`config.mk`:
```
export PLATFORM = sky130hd
export DESIGN_NAME = seven_seg_scanner
export DESIGN_NICKNAME = d
export VERILOG_FILES = /design/src/rtl/seven_seg_scanner.sv
export SDC_FILE = /design/constraint.sdc
export NUM_CORES = 1
export LEC_CHECK = 0
export BUFFER_PORTS_ARGS = -buffer_cell sky130_fd_sc_hd__buf_2
export CAP_MARGIN = 20
export CORE_ASPECT_RATIO = 1.2
export CORE_MARGIN = 8
export CORE_UTILIZATION = 34
export DETAILED_ROUTE_END_ITERATION = 10
export GPL_ROUTABILITY_DRIVEN = 1
export GPL_TIMING_DRIVEN = 0
export PLACE_DENSITY = 0.61
export SETUP_SLACK_MARGIN = 0.1
export SYNTH_ARGS = -nofsm -noshare
export SYNTH_HDL_FRONTEND = slang
export SYNTH_SLANG_ARGS = --single-unit
```
`constraint.sdc`:
```
create_clock -name clk -period 2.49 [get_ports clk]
set_input_delay 0.3735 -clock clk [delete_from_list [all_inputs] [get_ports clk]]
set_output_delay 0.3735 -clock clk [all_outputs]
set_load 0.02 [all_outputs]
```
`src/rtl/seven_seg_scanner.sv`:
```
// Multiplexed seven-segment scanner: shadow/display double-buffered digits,
// one-hot digit scan with a blanking window at the start of every slot.

module seven_seg_digit (
  input  logic       clk,
  input  logic       rst,
  input  logic       wr,
  input  logic [3:0] wr_val,
  input  logic       wr_dp,
  input  logic       commit,
  input  logic       en,
  output logic [3:0] disp_val,
  output logic       disp_dp,
  output logic       disp_en
);
  logic [3:0] shadow_val;
  logic       shadow_dp;

  always_ff @(posedge clk or posedge rst) begin
    if (rst) begin
      shadow_val <= '0;
      shadow_dp  <= 1'b0;
    end else if (wr) begin
      shadow_val <= wr_val;
      shadow_dp  <= wr_dp;
    end
  end

  // Commit reads the shadow as it stood before this edge, so a same-cycle
  // write lands in the following frame.
  always_ff @(posedge clk or posedge rst) begin
    if (rst) begin
      disp_val <= '0;
      disp_dp  <= 1'b0;
      disp_en  <= 1'b0;
    end else if (commit) begin
      disp_val <= shadow_val;
      disp_dp  <= shadow_dp;
      disp_en  <= en;
    end
  end
endmodule

module seven_seg_scanner #(
  parameter int unsigned NUM_DIGITS   = 4,
  parameter int unsigned PRESCALE     = 1000,
  parameter int unsigned BLANK_CYCLES = 16
) (
  input  logic                  clk,
  input  logic                  rst,
  input  logic                  load,
  input  logic [2:0]            load_idx,
  input  logic [3:0]            load_data,
  input  logic                  load_dp,
  input  logic [NUM_DIGITS-1:0] digit_en,
  output logic [NUM_DIGITS-1:0] digit_sel,
  output logic [6:0]            seg,
  output logic                  dp,
  output logic                  frame_tick
);
  localparam int unsigned SLOT_W = $clog2(PRESCALE);
  localparam int unsigned IDX_W  = $clog2(NUM_DIGITS);

  typedef enum logic {BLANK, SHOW} state_t;

  // slot/idx/state describe the cycle about to start, so the registered
  // outputs land in exactly the cycle they belong to.
  state_t            state, state_nxt;
  logic [SLOT_W-1:0] slot, slot_nxt;
  logic [IDX_W-1:0]  idx, idx_nxt;
  logic              last_slot, last_digit;

  logic [NUM_DIGITS-1:0][3:0] disp_val;
  logic [NUM_DIGITS-1:0]      disp_dp;
  logic [NUM_DIGITS-1:0]      disp_en;

  logic [NUM_DIGITS-1:0] sel_d;
  logic [6:0]            seg_d;
  logic                  dp_d, tick_d;

  function automatic logic [6:0] decode(input logic [3:0] v);
    case (v)
      4'h0: decode = 7'h3F;  4'h1: decode = 7'h06;
      4'h2: decode = 7'h5B;  4'h3: decode = 7'h4F;
      4'h4: decode = 7'h66;  4'h5: decode = 7'h6D;
      4'h6: decode = 7'h7D;  4'h7: decode = 7'h07;
      4'h8: decode = 7'h7F;  4'h9: decode = 7'h6F;
      4'hA: decode = 7'h77;  4'hB: decode = 7'h7C;
      4'hC: decode = 7'h39;  4'hD: decode = 7'h5E;
      4'hE: decode = 7'h79;  default: decode = 7'h71;
    endcase
  endfunction

  for (genvar k = 0; k < NUM_DIGITS; k++) begin : g_digit
    seven_seg_digit u_digit (
      .clk      (clk),
      .rst      (rst),
      .wr       (load && (load_idx == 3'(k))),
      .wr_val   (load_data),
      .wr_dp    (load_dp),
      .commit   (frame_tick),
      .en       (digit_en[k]),
      .disp_val (disp_val[k]),
      .disp_dp  (disp_dp[k]),
      .disp_en  (disp_en[k])
    );
  end

  always_ff @(posedge clk or posedge rst) begin
    if (rst) begin
      state <= BLANK;
      slot  <= '0;
      idx   <= '0;
    end else begin
      state <= state_nxt;
      slot  <= slot_nxt;
      idx   <= idx_nxt;
    end
  end

  always_comb begin
    last_slot  = (slot == SLOT_W'(PRESCALE - 1));
    last_digit = (idx == IDX_W'(NUM_DIGITS - 1));
    slot_nxt   = last_slot ? '0 : slot + 1'b1;
    idx_nxt    = idx;
    if (last_slot) idx_nxt = last_digit ? '0 : idx + 1'b1;
    state_nxt  = state;
    case (state)
      BLANK:   if (slot == SLOT_W'(BLANK_CYCLES - 1)) state_nxt = SHOW;
      SHOW:    if (last_slot) state_nxt = BLANK;
      default: state_nxt = BLANK;
    endcase

    sel_d  = '0;
    seg_d  = '0;
    dp_d   = 1'b0;
    tick_d = last_slot && last_digit;
    // A disabled digit still consumes its slot; it is simply dark.
    if (state == SHOW && disp_en[idx]) begin
      sel_d = NUM_DIGITS'(1) << idx;
      seg_d = decode(disp_val[idx]);
      dp_d  = disp_dp[idx];
    end
  end

  always_ff @(posedge clk or posedge rst) begin
    if (rst) begin
      digit_sel  <= '0;
      seg        <= '0;
      dp         <= 1'b0;
      frame_tick <= 1'b0;
    end else begin
      digit_sel  <= sel_d;
      seg        <= seg_d;
      dp         <= dp_d;
      frame_tick <= tick_d;
    end
  end
endmodule
```
==> impl_metrics.yaml <==
final_layout:
  final_util_pct: 40.5
  n_antenna_cell: 0
  fillers: 890
  final_cell_mix: "dfrtp_1, mux2_2, buf_2, nor2_1, ha_1"
  final_cell_count_no_fill: 385
  fin_nets: 285
  drive_above_1_share_pct: 38.5
  layout_commonest_cell: "dfrtp_1"
  area_growth_pct: 16.9
worst_setup_path:
  rrSetupSlack_ns: 0.39
  path_class: "reg2reg"
  crit_path_start_kind: "flop"
  max_stage_delay_ns: 0.63
  arrival_ns: 2.33
  cp.depth: 6
  worst-path-max-fanout: 8
  crit_family: "multiplexers"
  cp_num_buf_inv: 2
  cp-end-kind: "flop"
  r2r-start: "idx[1]$_DFFE_PP0N_"
  r2r_end: "seg[4]$_DFF_PP0_"
  cp.required_ns: 2.72
  cpMaxStageDelayCell: "mux4_1"
  reg2reg_depth: 6
  cp_cell_sequence: "buf_6 > mux4_1 > inv_1 > ha_1 > mux2i_1 > o221a_2"
sta:
  max_freq_ghz: 0.477
  maxSlewHeadroom_pct: 43.6
  tightestPinTransition_ns: 0.846
  rsz0062_at_grt: "no"
  fin_crit_sh_pct: 84.3
  min_period_ns: 2.10
  final-hold-violation-count: 0
  worst_clock_skew_ns: 0.00513
  setup_viol: 0
  maxSlewViolCount: 0
power:
  p_int_mw: 1.93
  p_sw_uw: 507
  p_clk_share_pct: 44.5
  leakage_nw: 1.72
  p_per_area_nw_per_um2: 673
  p_comb_share_pct: 4.6
  switching_share_pct: 20.8
  peakVddDrop_mv: 0.269
  seqPwrFrac_pct: 50.9
placed_design:
  routabilityCongestion: 0.794
  dp.cells: 369
  numPortBuffers: 27
  dpl.hpwl_microns: 3800
cts:
  cts_max_level: 3
  cts_made_buffers: 9
  clk_pin_slew_ns: 0.07
  cts-hold-fix-buffers: 0
  root_buffer: "clkbuf_8"
  cts.repair.resized: 0
  cts_tree: "yes"
  clkSinkCount: 70
  clock_path_buffers: 2
  post-cts-setup-buffers: 0
  clk_latency_ns: 0.35
synth:
  synth_edf_count: 0
  synthFlopType: "dfrtp_1"
  netlist_instances: 222
  synth_seq_cells: 70
  ys_warn_count: 0
  synth_nets: 247
  async_flop_share_pct: 100
  synth_area_per_cell_sq_um: 14.0
  syn_area_sq_um: 3100
  seq_area_frac_synth_pct: 56.5
  ys_types: 40
floorplan:
  die_y_microns: 121
  rows: 38
  ioPinCount: 28
  die_area_sq_um: 12400
  core_sq_um: 8940
  die_x_microns: 103
  start_util_pct: 34.7
grt:
  grt_pass1_vias: 1930
  grt_max_degree: 71
  antenna_found_initial: 0
  grt_pass1_wl_microns: 9510
  grt_usage_pct: 10.1
  grt_overflow: 0
min_path:
  min_path_type: "in2async"
detailed_routing:
  detail_route.vias_per_cell: 4.75
  drt_iter0_drc: 53
  vias: 1829
  drtPass1Iterations: 4
  wirelength_microns: 5500
  ant_nets: 0
  wire_per_inst_microns: 14.3
  drc: 0
status:
  status: "completed"
job:
  drv_cap: 0
==> routing by layer <==
metal | global-route usage (%) | vias to the layer above | wire length (microns) | part of all wire (%)
li1 | - | 871 | - | -
met4 | 6.26 | 0 | 159 | 2.9
met2 | 15.4 | 32 | 2610 | 47
met5 | 0 | - | 0 | 0
met1 | 12.1 | 914 | 2450 | 45
met3 | 2.88 | 12 | 274 | 5.0
==> layout make-up <==
type                            count  area, sq um  share of cell area, %
Inverter                            8         32.5                  0.898
Tap cell                          120          150                   4.15
Timing Repair Buffer               27          135                   3.73
Buffer                              7         48.8                   1.35
Clock buffer                        9          124                   3.42
Sequential cell                    70         1750                   48.4
Multi-Input combinational cell    137         1270                   35.0
Clock inverter                      7          113                   3.11
==> cell families (layout without fill, tap and decap cells) <==
family / Yosys count / after routing / synth area share [%]
buf+inv: 15 / 58 / 2.54
flops: 70 / 70 / 56.5
mux: 55 / 55 / 22.7
simple gates: 48 / 48 / 8.36
compound gates: 18 / 18 / 4.12
fa+ha+maj: 10 / 10 / 4.04
xor+xnor: 6 / 6 / 1.70
==> worst max-delay path by stage <==
stage                       start                                           end  slack (ns)
2_1_floorplan                 rst                        digit_sel[0]$_DFF_PP0_        0.35
3_3_place_gp                  rst  g_digit[3].u_digit.shadow_val[2]$_DFFE_PP0P_       -0.48
3_5_place_dp   idx[1]$_DFFE_PP0N_                              seg[4]$_DFF_PP0_        0.39
4_1_cts        idx[1]$_DFFE_PP0N_                              seg[4]$_DFF_PP0_        0.39
5_1_grt        idx[1]$_DFFE_PP0N_                              seg[4]$_DFF_PP0_        0.27
6_report       idx[1]$_DFFE_PP0N_                              seg[4]$_DFF_PP0_        0.39
==> flip-flops by register name, summed over array words and instances, names as in the netlist <==
register,flops
slot,10
g_digit.u_digit.disp_dp,4
state,1
g_digit.u_digit.shadow_val,16
g_digit.u_digit.disp_val,16
dp,1
frame_tick,1
g_digit.u_digit.shadow_dp,4
g_digit.u_digit.disp_en,4
idx,2
digit_sel,4
seg,7
==> power by group through the flow <==
stage	clock network, mW	logic, mW	registers, mW
6_report	1.09	0.112	1.24
5_1_grt	1.16	0.128	1.25
4_1_cts	1.12	0.116	1.24
3_5_place_dp	0	0.116	1.26
3_3_place_gp	0	0.111	1.26
2_1_floorplan	0	0.0864	1.25
==> metrics by stage <==
step           hold WS, ns  TNS [ns]  total power, mW  instance area [sq um]  setup slack, ns
2_1_floorplan        0.425         0             1.34                   3100            0.348
3_3_place_gp         0.444    -33.57             1.37                   3380           -0.483
3_5_place_dp         0.454         0             1.38                   3390            0.394
4_1_cts              0.229         0             2.47                   3620            0.386
5_1_grt              0.237         0             2.54                   3620            0.268
6_report             0.180         0             2.44                   3620            0.392
==> Yosys cell counts, drive strengths merged (6+ instances only) <==
library cell  number  area share, %
and3               6            1.2
dfrtp             70             57
o21ai              6           0.97
nand3              6           0.97
nor2              12            1.5
mux4               6            4.7
mux2              47             17
ha                10            4.0
inv                8           0.97
nand2              8           0.97
Note: power is estimated with default switching activity, not from simulation.
